## src/rtl/ahb_bridge_arbiter_pkg.sv

```systemverilog
// Shared AHB transfer encodings and arbiter state type for the bridge arbiter.
package ahb_bridge_arbiter_pkg;

  localparam logic [1:0] HTRANS_IDLE   = 2'b00;
  localparam logic [1:0] HTRANS_BUSY   = 2'b01;
  localparam logic [1:0] HTRANS_NONSEQ = 2'b10;
  localparam logic [1:0] HTRANS_SEQ    = 2'b11;

  typedef enum logic {
    PARK = 1'b0,
    OWN  = 1'b1
  } arb_state_t;

  function automatic logic is_beat(input logic [1:0] trans);
    return (trans == HTRANS_NONSEQ) || (trans == HTRANS_SEQ);
  endfunction

endpackage

```

## src/rtl/ahb_bridge_arbiter_if.sv

```systemverilog
// Request/grant bundle between the AHB requesters and the bridge arbiter.
// Lock signals (Hlock/Hmastlock) exist only when ARB_LOCK_EN is defined.
interface ahb_bridge_arbiter_if #(
  parameter int NUM_MST = 4
);
  import ahb_bridge_arbiter_pkg::*;

  localparam int MW = (NUM_MST > 1) ? $clog2(NUM_MST) : 1;

  // Handshake: a master holds Hbusreq until it sees its Hgrant bit; grant and
  // owner indices only move on an edge where Hreadyin=1, otherwise all hold.
  logic [NUM_MST-1:0] Hbusreq;
  logic [1:0]         Htrans;
  logic               Hreadyin;
  logic [NUM_MST-1:0] Hgrant;
  logic [MW-1:0]      Hmaster;
  logic [MW-1:0]      Hmaster_d;
  arb_state_t         arb_state;
`ifdef ARB_LOCK_EN
  logic [NUM_MST-1:0] Hlock;
  logic               Hmastlock;

  modport master (
    output Hbusreq, Htrans, Hreadyin, Hlock,
    input  Hgrant, Hmaster, Hmaster_d, arb_state, Hmastlock
  );
  modport slave (
    input  Hbusreq, Htrans, Hreadyin, Hlock,
    output Hgrant, Hmaster, Hmaster_d, arb_state, Hmastlock
  );
`else
  modport master (
    output Hbusreq, Htrans, Hreadyin,
    input  Hgrant, Hmaster, Hmaster_d, arb_state
  );
  modport slave (
    input  Hbusreq, Htrans, Hreadyin,
    output Hgrant, Hmaster, Hmaster_d, arb_state
  );
`endif

endinterface

```

## src/rtl/ahb_bridge_arbiter_rr_picker.sv

```systemverilog
// Combinational round-robin pick: first requester strictly after ptr, wrapping.
module ahb_bridge_arbiter_rr_picker #(
  parameter int NUM_MST = 4,
  parameter int MW      = (NUM_MST > 1) ? $clog2(NUM_MST) : 1
) (
  input  logic [NUM_MST-1:0] req_i,
  input  logic [MW-1:0]      ptr_i,
  output logic [NUM_MST-1:0] onehot_o,
  output logic [MW-1:0]      idx_o,
  output logic               any_o
);

  int          cand;
  logic [MW-1:0] cand_idx;

  // The pointer's own slot is searched last, so the current owner only wins
  // again when nobody else is asking.
  always_comb begin
    onehot_o = '0;
    idx_o    = '0;
    any_o    = 1'b0;
    cand     = 0;
    cand_idx = '0;
    for (int k = 1; k <= NUM_MST; k++) begin
      cand = int'(ptr_i) + k;
      if (cand >= NUM_MST) cand = cand - NUM_MST;
      cand_idx = MW'(cand);
      if (!any_o && req_i[cand_idx]) begin
        any_o              = 1'b1;
        idx_o              = cand_idx;
        onehot_o[cand_idx] = 1'b1;
      end
    end
  end

endmodule

```

## src/rtl/ahb_bridge_arbiter.sv

```systemverilog
// Round-robin address-phase arbiter in front of the AHB-to-APB bridge slave port.
// Optional ARB_LOCK_EN adds Hlock/Hmastlock: a locked owner ignores the beat cap.
module ahb_bridge_arbiter #(
  parameter int NUM_MST   = 4,
  parameter int MAX_BEATS = 16
) (
  input logic                 Hclk,
  input logic                 Hresetn,
  ahb_bridge_arbiter_if.slave bus
);
  import ahb_bridge_arbiter_pkg::*;

  localparam int MW = (NUM_MST > 1) ? $clog2(NUM_MST) : 1;
  localparam int CW = (MAX_BEATS > 1) ? $clog2(MAX_BEATS) : 1;
  localparam logic [CW-1:0] BEAT_CAP = CW'(MAX_BEATS - 1);

  arb_state_t    state_q, state_d;
  logic [MW-1:0] owner_q, owner_d;
  logic [MW-1:0] owner_dp_q, owner_dp_d;
  logic [MW-1:0] rr_ptr_q, rr_ptr_d;
  logic [CW-1:0] beat_q, beat_d;
`ifdef ARB_LOCK_EN
  logic          lock_q, lock_d;
`endif

  logic [NUM_MST-1:0] grant;
  logic [NUM_MST-1:0] win_oh;
  logic [MW-1:0]      win_idx;
  logic               win_any;
  logic               beat, others, cap_hit, rearb;

  ahb_bridge_arbiter_rr_picker #(
    .NUM_MST (NUM_MST),
    .MW      (MW)
  ) u_picker (
    .req_i    (bus.Hbusreq),
    .ptr_i    (rr_ptr_q),
    .onehot_o (win_oh),
    .idx_o    (win_idx),
    .any_o    (win_any)
  );

  assign grant = {{(NUM_MST-1){1'b0}}, 1'b1} << owner_q;

  always_comb begin
    state_d    = state_q;
    owner_d    = owner_q;
    owner_dp_d = owner_dp_q;
    rr_ptr_d   = rr_ptr_q;
    beat_d     = beat_q;
`ifdef ARB_LOCK_EN
    lock_d     = lock_q;
`endif
    beat    = is_beat(bus.Htrans);
    others  = |(bus.Hbusreq & ~grant);
    cap_hit = beat && (beat_q == BEAT_CAP) && others;
`ifdef ARB_LOCK_EN
    cap_hit = cap_hit && !bus.Hlock[owner_q];
`endif
    rearb = (state_q == PARK) || !bus.Hbusreq[owner_q] ||
            (bus.Htrans == HTRANS_IDLE) || cap_hit;

    if (bus.Hreadyin) begin
      owner_dp_d = owner_q;
      if (rearb) begin
        beat_d = '0;
        if (win_any) begin
          // win_oh overlapping the grant means the owner re-won: tenure restarts.
          state_d  = OWN;
          owner_d  = win_idx;
          rr_ptr_d = |(win_oh & grant) ? rr_ptr_q : win_idx;
`ifdef ARB_LOCK_EN
          lock_d   = bus.Hlock[win_idx];
`endif
        end else begin
          state_d = PARK;
          owner_d = '0;
`ifdef ARB_LOCK_EN
          lock_d  = 1'b0;
`endif
        end
      end else if (beat && (beat_q != BEAT_CAP)) begin
        beat_d = beat_q + 1'b1;
      end
    end
  end

  always_ff @(posedge Hclk) begin
    if (!Hresetn) begin
      state_q    <= PARK;
      owner_q    <= '0;
      owner_dp_q <= '0;
      rr_ptr_q   <= '0;
      beat_q     <= '0;
`ifdef ARB_LOCK_EN
      lock_q     <= 1'b0;
`endif
    end else begin
      state_q    <= state_d;
      owner_q    <= owner_d;
      owner_dp_q <= owner_dp_d;
      rr_ptr_q   <= rr_ptr_d;
      beat_q     <= beat_d;
`ifdef ARB_LOCK_EN
      lock_q     <= lock_d;
`endif
    end
  end

  assign bus.Hgrant    = grant;
  assign bus.Hmaster   = owner_q;
  assign bus.Hmaster_d = owner_dp_q;
  assign bus.arb_state = state_q;
`ifdef ARB_LOCK_EN
  assign bus.Hmastlock = lock_q;
`endif

endmodule
```

## src/flat_wrapper.sv

```systemverilog
// flat-port wrapper written by rule: the top's interface ports become plain ports
module ahb_bridge_arbiter_flat import ahb_bridge_arbiter_pkg::*;
#(
  parameter int NUM_MST   = 4,
  parameter int MAX_BEATS = 16
)
  (Hclk, Hresetn, bus_Hbusreq, bus_Htrans, bus_Hreadyin, bus_Hgrant, bus_Hmaster, bus_Hmaster_d, bus_arb_state);
  ahb_bridge_arbiter_if #(.NUM_MST(NUM_MST)) bus_i ();
  input logic Hclk;
  input logic Hresetn;
  input wire logic [$bits(bus_i.Hbusreq)-1:0] bus_Hbusreq;
  input wire logic [$bits(bus_i.Htrans)-1:0] bus_Htrans;
  input wire logic [$bits(bus_i.Hreadyin)-1:0] bus_Hreadyin;
  output wire logic [$bits(bus_i.Hgrant)-1:0] bus_Hgrant;
  output wire logic [$bits(bus_i.Hmaster)-1:0] bus_Hmaster;
  output wire logic [$bits(bus_i.Hmaster_d)-1:0] bus_Hmaster_d;
  output wire logic [$bits(bus_i.arb_state)-1:0] bus_arb_state;
  assign bus_i.Hbusreq = bus_Hbusreq;
  assign bus_i.Htrans = bus_Htrans;
  assign bus_i.Hreadyin = bus_Hreadyin;
  assign bus_Hgrant = bus_i.Hgrant;
  assign bus_Hmaster = bus_i.Hmaster;
  assign bus_Hmaster_d = bus_i.Hmaster_d;
  assign bus_arb_state = bus_i.arb_state;
  ahb_bridge_arbiter #(.NUM_MST(NUM_MST), .MAX_BEATS(MAX_BEATS)) u_core (.Hclk(Hclk), .Hresetn(Hresetn), .bus(bus_i));
endmodule
```

## config.mk

```make
export PLATFORM = sky130hd
export DESIGN_NAME = ahb_bridge_arbiter_flat
export DESIGN_NICKNAME = d
export VERILOG_FILES = /design/src/rtl/ahb_bridge_arbiter_pkg.sv /design/src/rtl/ahb_bridge_arbiter_if.sv /design/src/rtl/ahb_bridge_arbiter_rr_picker.sv /design/src/rtl/ahb_bridge_arbiter.sv /design/src/flat_wrapper.sv
export SDC_FILE = /design/constraint.sdc
export NUM_CORES = 1
export LEC_CHECK = 0
export CORE_MARGIN = 2
export CORE_UTILIZATION = 51
export DETAILED_ROUTE_END_ITERATION = 16
export PLACE_DENSITY = 0.79
export SYNTH_ARGS = -nofsm -noshare
export SYNTH_HDL_FRONTEND = slang
export SYNTH_HIERARCHICAL = 1
export SYNTH_SLANG_ARGS = --single-unit
```

## constraint.sdc

```tcl
create_clock -name Hclk -period 3.2 [get_ports Hclk]
set_input_delay 0.64 -clock Hclk [delete_from_list [all_inputs] [get_ports Hclk]]
set_output_delay 0.64 -clock Hclk [all_outputs]
set_load 0.02 [all_outputs]
```

# --- After elaboration in Yosys (flattened, before gate mapping) ---
# Index checks and enable logic that the tools add are counted.
word_totals:
  word_cells: 103
  register_bits: 11
  inputBits: 9
  output_inout_bits: 9
op_classes:
  n_addsub: 9
  shifts: 1
  n_reduce_logical: 25
  eq_ne: 4
  bitwise_logic: 8
  mux: 38
  n_lt_le_gt_ge: 13
op_table:
  columns: ["op", "count"]
  rows:
  - ["4-bit two-way mux", 6]
  - ["2-bit two-way mux", 9]
  - ["2-bit by 3-bit < comparator with 1-bit output, second input constant", 5]
  - ["1-bit two-way mux", 14]
  - ["4-bit OR", 3]
  - ["1-bit binary-select mux with 2-bit select", 5]
  - ["1-bit logical AND", 10]
  - ["3-bit >= comparator, second input constant", 3]
  - ["4-bit bitwise AND", 2]
  - ["1-bit demux with 2-bit select", 4]
  - ["2-bit by 1-bit >= comparator with 1-bit output, second input constant", 4]
  - ["4-bit OR reduction", 2]
  - ["2-bit by 1-bit subtractor with 2-bit output, second input constant", 4]
  - ["2-bit by 2-bit adder with 3-bit output, second input constant", 2]
  - ["2-bit by 3-bit adder with 4-bit output, second input constant", 1]
  - ["4-bit by 1-bit adder with 4-bit output, second input constant", 1]
  - ["2-bit == test, second input constant", 2]
  - ["4-bit == test, second input constant", 1]
  - ["4-bit by 3-bit >= comparator with 1-bit output, second input constant", 1]
  - ["1-bit logical NOT", 4]
  - ["1-bit logical OR", 4]
  - ["4-bit inequality test, second input constant", 1]
  - ["4-bit NOT", 1]
  - ["2-bit AND reduction", 2]
  - ["6 further kinds", 7]

# --- Depth between registers and ports, before layout ---
depth:
  word_depth: 19
  ltp_mapped: 11
  depth_no_buf: 9

# --- Hierarchy ---
# Netlist, hierarchy kept.
modules_own_cells:
  columns: ["module", "seq_area_each_um2", "area_each_um2", "cells_each", "n_inst"]
  rows:
  - ["ahb_bridge_arbiter", 220.2, 718.2, 78, 1]
  - ["ahb_bridge_arbiter_rr_picker", 0.0, 525.5, 68, 1]

# --- Least setup slack after synthesis ---
# No wires, ideal clock.
synth_path:
  path_kind: "flip-flop to flip-flop"
  startpoint: "reg u_core.rr_ptr_q[0]"
  endpoint: "reg u_core.rr_ptr_q[0]"
  path_buffers: 2
  setup_slack_ns: 0.453
  required_time_ns: 3.128
  setup_ns: 0.072
  period_less_slack_ns: 2.747
  stages_incl_launch_ff: 11
  arrival_ns: 2.675
  path_cell_list: "dfxtp_1 buf_4 inv_2 ha_1 buf_6 mux2i_4 o21ai_1 a221o_1 mux4_2 nor3b_4 mux2i_1"
synth_between:
  elab_chain_len: 19
  word_cells_on_any_way: 69
  cone_classes: "add/sub: 8; order compare: 12; mux: 32; bitwise: 5; reduce/logical: 12"
synth_lines:
  columns: ["item", "line", "rtl"]
  rows:
  - ["start, declared", "ahb_bridge_arbiter.sv:20", "logic [MW-1:0] rr_ptr_q, rr_ptr_d;"]
  - ["start signal, assigned", "ahb_bridge_arbiter.sv:102", "rr_ptr_q <= rr_ptr_d;"]
  - ["parallel branches: the longest is 14 deep, another holds 2-bit by 1-bit adder with 3-bit output", null, null]
  - ["4-bit two-way mux *", "ahb_bridge_arbiter_rr_picker.sv:28", "if (!any_o && req_i[cand_idx]) begin"]
  - ["named net u_core.win_oh[3]", "ahb_bridge_arbiter.sv:27", "logic [NUM_MST-1:0] win_oh;"]
  - ["4-bit bitwise AND *", "ahb_bridge_arbiter.sv:71", "rr_ptr_d = |(win_oh & grant) ? rr_ptr_q : win_idx;"]
  - ["4-bit OR reduction *", "ahb_bridge_arbiter.sv:71", null]
  - ["1-bit NOT (no source line) *", null, null]
  - ["4-bit AND reduction (no source line) *", null, null]
# Mark *: on every way through the listed nets, which the timed path passes. The select of a mux whose other input is x is not followed.
# A chain may end at the register's enable or synchronous reset.

# --- Worst setup path after layout ---
layout_path:
  startpoint: "in bus_Hbusreq[1]"
  endpoint: "reg u_core.rr_ptr_q[1]"
layout_between:
  elab_chain_len: 16
  word_cells_on_any_way: 42
  cone_classes: "mux: 22; bitwise: 6; reduce/logical: 14"
layout_lines:
  columns: ["item", "line", "rtl"]
  rows:
  - ["start, declared", "flat_wrapper.sv:11", "input wire logic [$bits(bus_i.Hbusreq)-1:0] bus_Hbusreq;"]
  - ["1-bit binary-select mux with 2-bit select", "ahb_bridge_arbiter_rr_picker.sv:28", null]
  - ["1-bit two-way mux (implied by the code)", "ahb_bridge_arbiter_rr_picker.sv:28", null]
  - ["1-bit two-way mux", "ahb_bridge_arbiter_rr_picker.sv:28", null]
  - ["1-bit logical NOT", "ahb_bridge_arbiter_rr_picker.sv:28", null]
  - ["1-bit logical AND", "ahb_bridge_arbiter_rr_picker.sv:28", null]
  - ["1-bit two-way mux", "ahb_bridge_arbiter_rr_picker.sv:28", null]
  - ["1-bit logical NOT", "ahb_bridge_arbiter_rr_picker.sv:28", null]
  - ["1-bit logical AND", "ahb_bridge_arbiter_rr_picker.sv:28", null]
  - ["1-bit two-way mux", "ahb_bridge_arbiter_rr_picker.sv:28", null]
  - ["1-bit logical NOT", "ahb_bridge_arbiter_rr_picker.sv:28", null]
  - ["1-bit logical AND", "ahb_bridge_arbiter_rr_picker.sv:28", null]
  - ["4-bit two-way mux *", "ahb_bridge_arbiter_rr_picker.sv:28", null]
  - ["named net u_core.win_oh[1]", "ahb_bridge_arbiter.sv:27", null]
  - ["4-bit bitwise AND *", "ahb_bridge_arbiter.sv:71", null]
  - ["4-bit OR reduction *", "ahb_bridge_arbiter.sv:71", null]
  - ["1-bit NOT (no source line) *", null, null]
  - ["4-bit AND reduction (no source line) *", null, null]
# The timed path passes the listed nets; every way through them passes the cells marked *. The select of a mux whose other input is x is not followed.

==> results.py <==
metrics = {
    "synth": {
        "synth_seq_area_share_pct": 17.71,
        "ys_ff_latch": 11,
        "synth-simple-area-share_pct": 24.14,
        "synth_compound_area_share_pct": 28.77,
        "ys_warn_count": 6,
        "synth.distinct_cells": 45,
        "syn_area_per_cell_sq_um": 8.518,
        "syn-num-nets": 164,
        "synthArstFlopShare_pct": 0,
        "ys.flop_type": "dfxtp_1",
        "syn_area_sq_mm": 0.001244,
        "synth_top_family_by_area": "compound AO/OA/AOI/OAI gates",
        "synthMuxAreaShare_pct": 13.68,
        "synth-edff-count": 0,
        "post_synth_xor_area_fraction_pct": 0,
        "synth-adder-area-share_pct": 9.054,
        "syn_inst": 146,
    },
    "grt": {
        "grt_busiest_layer": "met2",
        "grt_overflow": 0,
        "met1_usage_pct": 29.73,
        "track_usage_pct": 22.14,
        "antenna_found_initial": 0,
        "use_met3_pct": 5.085,
        "met2_usage_pct": 35.60,
        "grt_pass1_vias": 998,
        "grt_pass1_wl_microns": 4588,
        "grt_start_max_net_pins": 14,
    },
    "timing": {
        "rsz0062_at_grt": "no",
        "tns_ns": 0,
        "period_minus_slack_ns": 2.912,
        "hold_viol": 0,
        "slew_headroom_pct": 68.62,
        "tightestPinTransition_ns": 0.4700,
        "skew_ns": 0.003350,
        "finalCritPeriodShare_pct": 90.99,
        "setup_viol": 0,
        "drv_slew": 0,
        "fmax_mhz": 343.4,
    },
    "clock_tree": {
        "postCtsSetupBuffers": 0,
        "clk_pin_slew_ns": 0.07,
        "clk_path_buf_depth": 2,
        "h-tree-depth": 1,
        "ctsResizeCount": 0,
        "cts_buffers": 3,
        "cts_hold_buf": 0,
        "clk_latency_ns": 0.27,
        "cts_tree": "yes",
        "clockRootBuffer": "clkbuf_4",
        "cts_sinks": 11,
    },
    "setup_path": {
        "max_stage_delay_ns": 0.58,
        "crit_slowest_cell": "mux4_2",
        "critPathCaptureType": "flop",
        "cp_cell_sequence": "clkdlybuf4s50_1 > mux4_2 > nand2_1 > o21ai_1 > a221o_1 > mux4_2 > nor3b_4 > mux2i_1",
        "startpoint": "bus_Hbusreq[1]",
        "crit_required_ns": 3.40,
        "cp-start-kind": "input pin",
        "crit_path_frequent_cell": "mux4_2",
        "r2r-start": "u_core/rr_ptr_q[0]",
        "cp.arrival_ns": 3.11,
        "crit_type": "input pin to flop",
        "crit_fanout": 6,
    },
    "die": {
        "start_util_pct": 55.16,
        "die_x_microns": 53.38,
        "std_cell_rows": 17,
        "ios": 18,
        "die_y_microns": 53.38,
        "die_area_sq_mm": 0.002849,
        "core_area_sq_mm": 0.002255,
    },
    "place": {
        "dp.cells": 195,
        "place.port_buffers": 17,
        "place_congestion": 0.9986,
        "dp_hpwl_microns": 2207,
    },
    "route": {
        "vias": 1202,
        "drc": 0,
        "dr.first_iter.drc_count": 40,
        "wire_per_inst_microns": 14.36,
        "vias_per_cell": 6.040,
        "wl_microns": 2858,
        "ant_nets": 0,
        "drt_pre_antenna_iters": 5,
    },
    "finish": {
        "drive_above_1_share_pct": 17.54,
        "diodes": 0,
        "fin_nets": 190,
        "stdcell_count": 199,
        "syn2layout_area_growth_pct": 21.03,
    },
    "power": {
        "p_leak_nw": 0.5620,
        "powerDensity_mw_per_mm2": 505.0,
        "irDropWorstVdd_mv": 0.3325,
    },
    "hold_path": {
        "min_from": "u_core/beat_q[3]",
        "worstHoldPathType": "flop to flop",
    },
    "flow_run": {
        "cap_viol_max_count": 0,
    },
    "status": {
        "status": "finished clean",
    },
}
[layout by cell type, fill, tap and decap left out, types with 5 or more instances in the layout]
cell type,instances
dfxtp_1,11
clkdlybuf4s50_1,17
inv_1,5
a21oi_1,5
mux2i_1,8
nor2_1,7
ha_1,9
nand2_1,23
a221o_1,5
buf_4,12
o21ai_1,5
a21boi_1,6
nor2b_1,6
[worst max-delay path: cells and delay by family]
family | cells | cell delay (ns)
muxes | 3 | 1.27
buffers and inverters | 1 | 0.51
and+or+nand+nor | 2 | 0.36
AOI/OAI and AO/OA | 2 | 0.33
[power by group]
| part | switching (mW) | internal [mW] |
|---|---|---|
| sequential | 0.0300 | 0.152 |
| combinational | 0.250 | 0.232 |
| clock | 0.0482 | 0.0483 |
| total | 0.328 | 0.432 |
[stage by stage]
stage               power, mW  utilization, %  setup WS (ns)  cell area [sq um]  hold slack, ns
CTS                    0.7623           66.76         0.3208               1505          0.5203
finish                 0.7601           66.76         0.2882               1505          0.5188
detailed placement     0.6652           65.59        0.04004               1479          0.5094
floorplan              0.5409               -         0.4534               1244          0.4792
global placement       0.6545           65.59         0.1040               1479          0.4962
global route           0.8166           66.76         0.1960               1505          0.5368
[worst paths after layout]
check,end,slack [ns],cells past startpoint
max,u_core/rr_ptr_q[1],0.29,8
min,u_core/beat_q[3],0.52,2
max reg2reg,u_core/rr_ptr_q[1],0.38,8
min reg2reg,u_core/beat_q[3],0.52,2
[state kept, by name, indices dropped and copies added, names as in the netlist]
signal	count
u_core/beat_q	4
u_core/bus.Hmaster	2
u_core/bus.Hmaster_d	2
u_core/rr_ptr_q	2
u_core/bus.arb_state	1
[kinds of logic after synthesis]
kind of cell,after synthesis
compound gates,43
fa+ha+maj,9
buf+inv,14
flops,11
mux,12
simple gates,57
[routing by layer]
metal	up-vias	routed length (microns)
met5	-	0
met1	573	1298
met2	32	1382
li1	595	-
met3	2	159
met4	0	18
[layout make-up]
type | count | area, sq um
Clock buffer | 4 | 26.28
Fill cell | 199 | 749.5
Inverter | 6 | 22.52
Multi-Input combinational cell | 121 | 940.9
Sequential cell | 11 | 220.2
Tap cell | 28 | 35.03
Timing Repair Buffer | 29 | 260.3
[synth_stat cells (3+ instances only)]
cell | n | share of area [%]
a21oi_1 | 5 | 2.0
o21ai_1 | 5 | 2.0
nand2_1 | 23 | 6.9
a221o_1 | 5 | 4.0
nor2_1 | 7 | 2.1
mux4_2 | 3 | 5.4
ha_1 | 9 | 9.1
a21boi_1 | 6 | 3.6
o21ai_0 | 3 | 1.2
nor2b_1 | 6 | 3.0
nor4_1 | 4 | 2.0
inv_1 | 5 | 1.5
buf_2 | 3 | 1.2
mux2i_1 | 8 | 6.4
nand3_1 | 4 | 1.6
dfxtp_1 | 11 | 18
buf_6 | 3 | 2.7
o21a_1 | 3 | 1.8
Power figures use the tool's default switching activity.
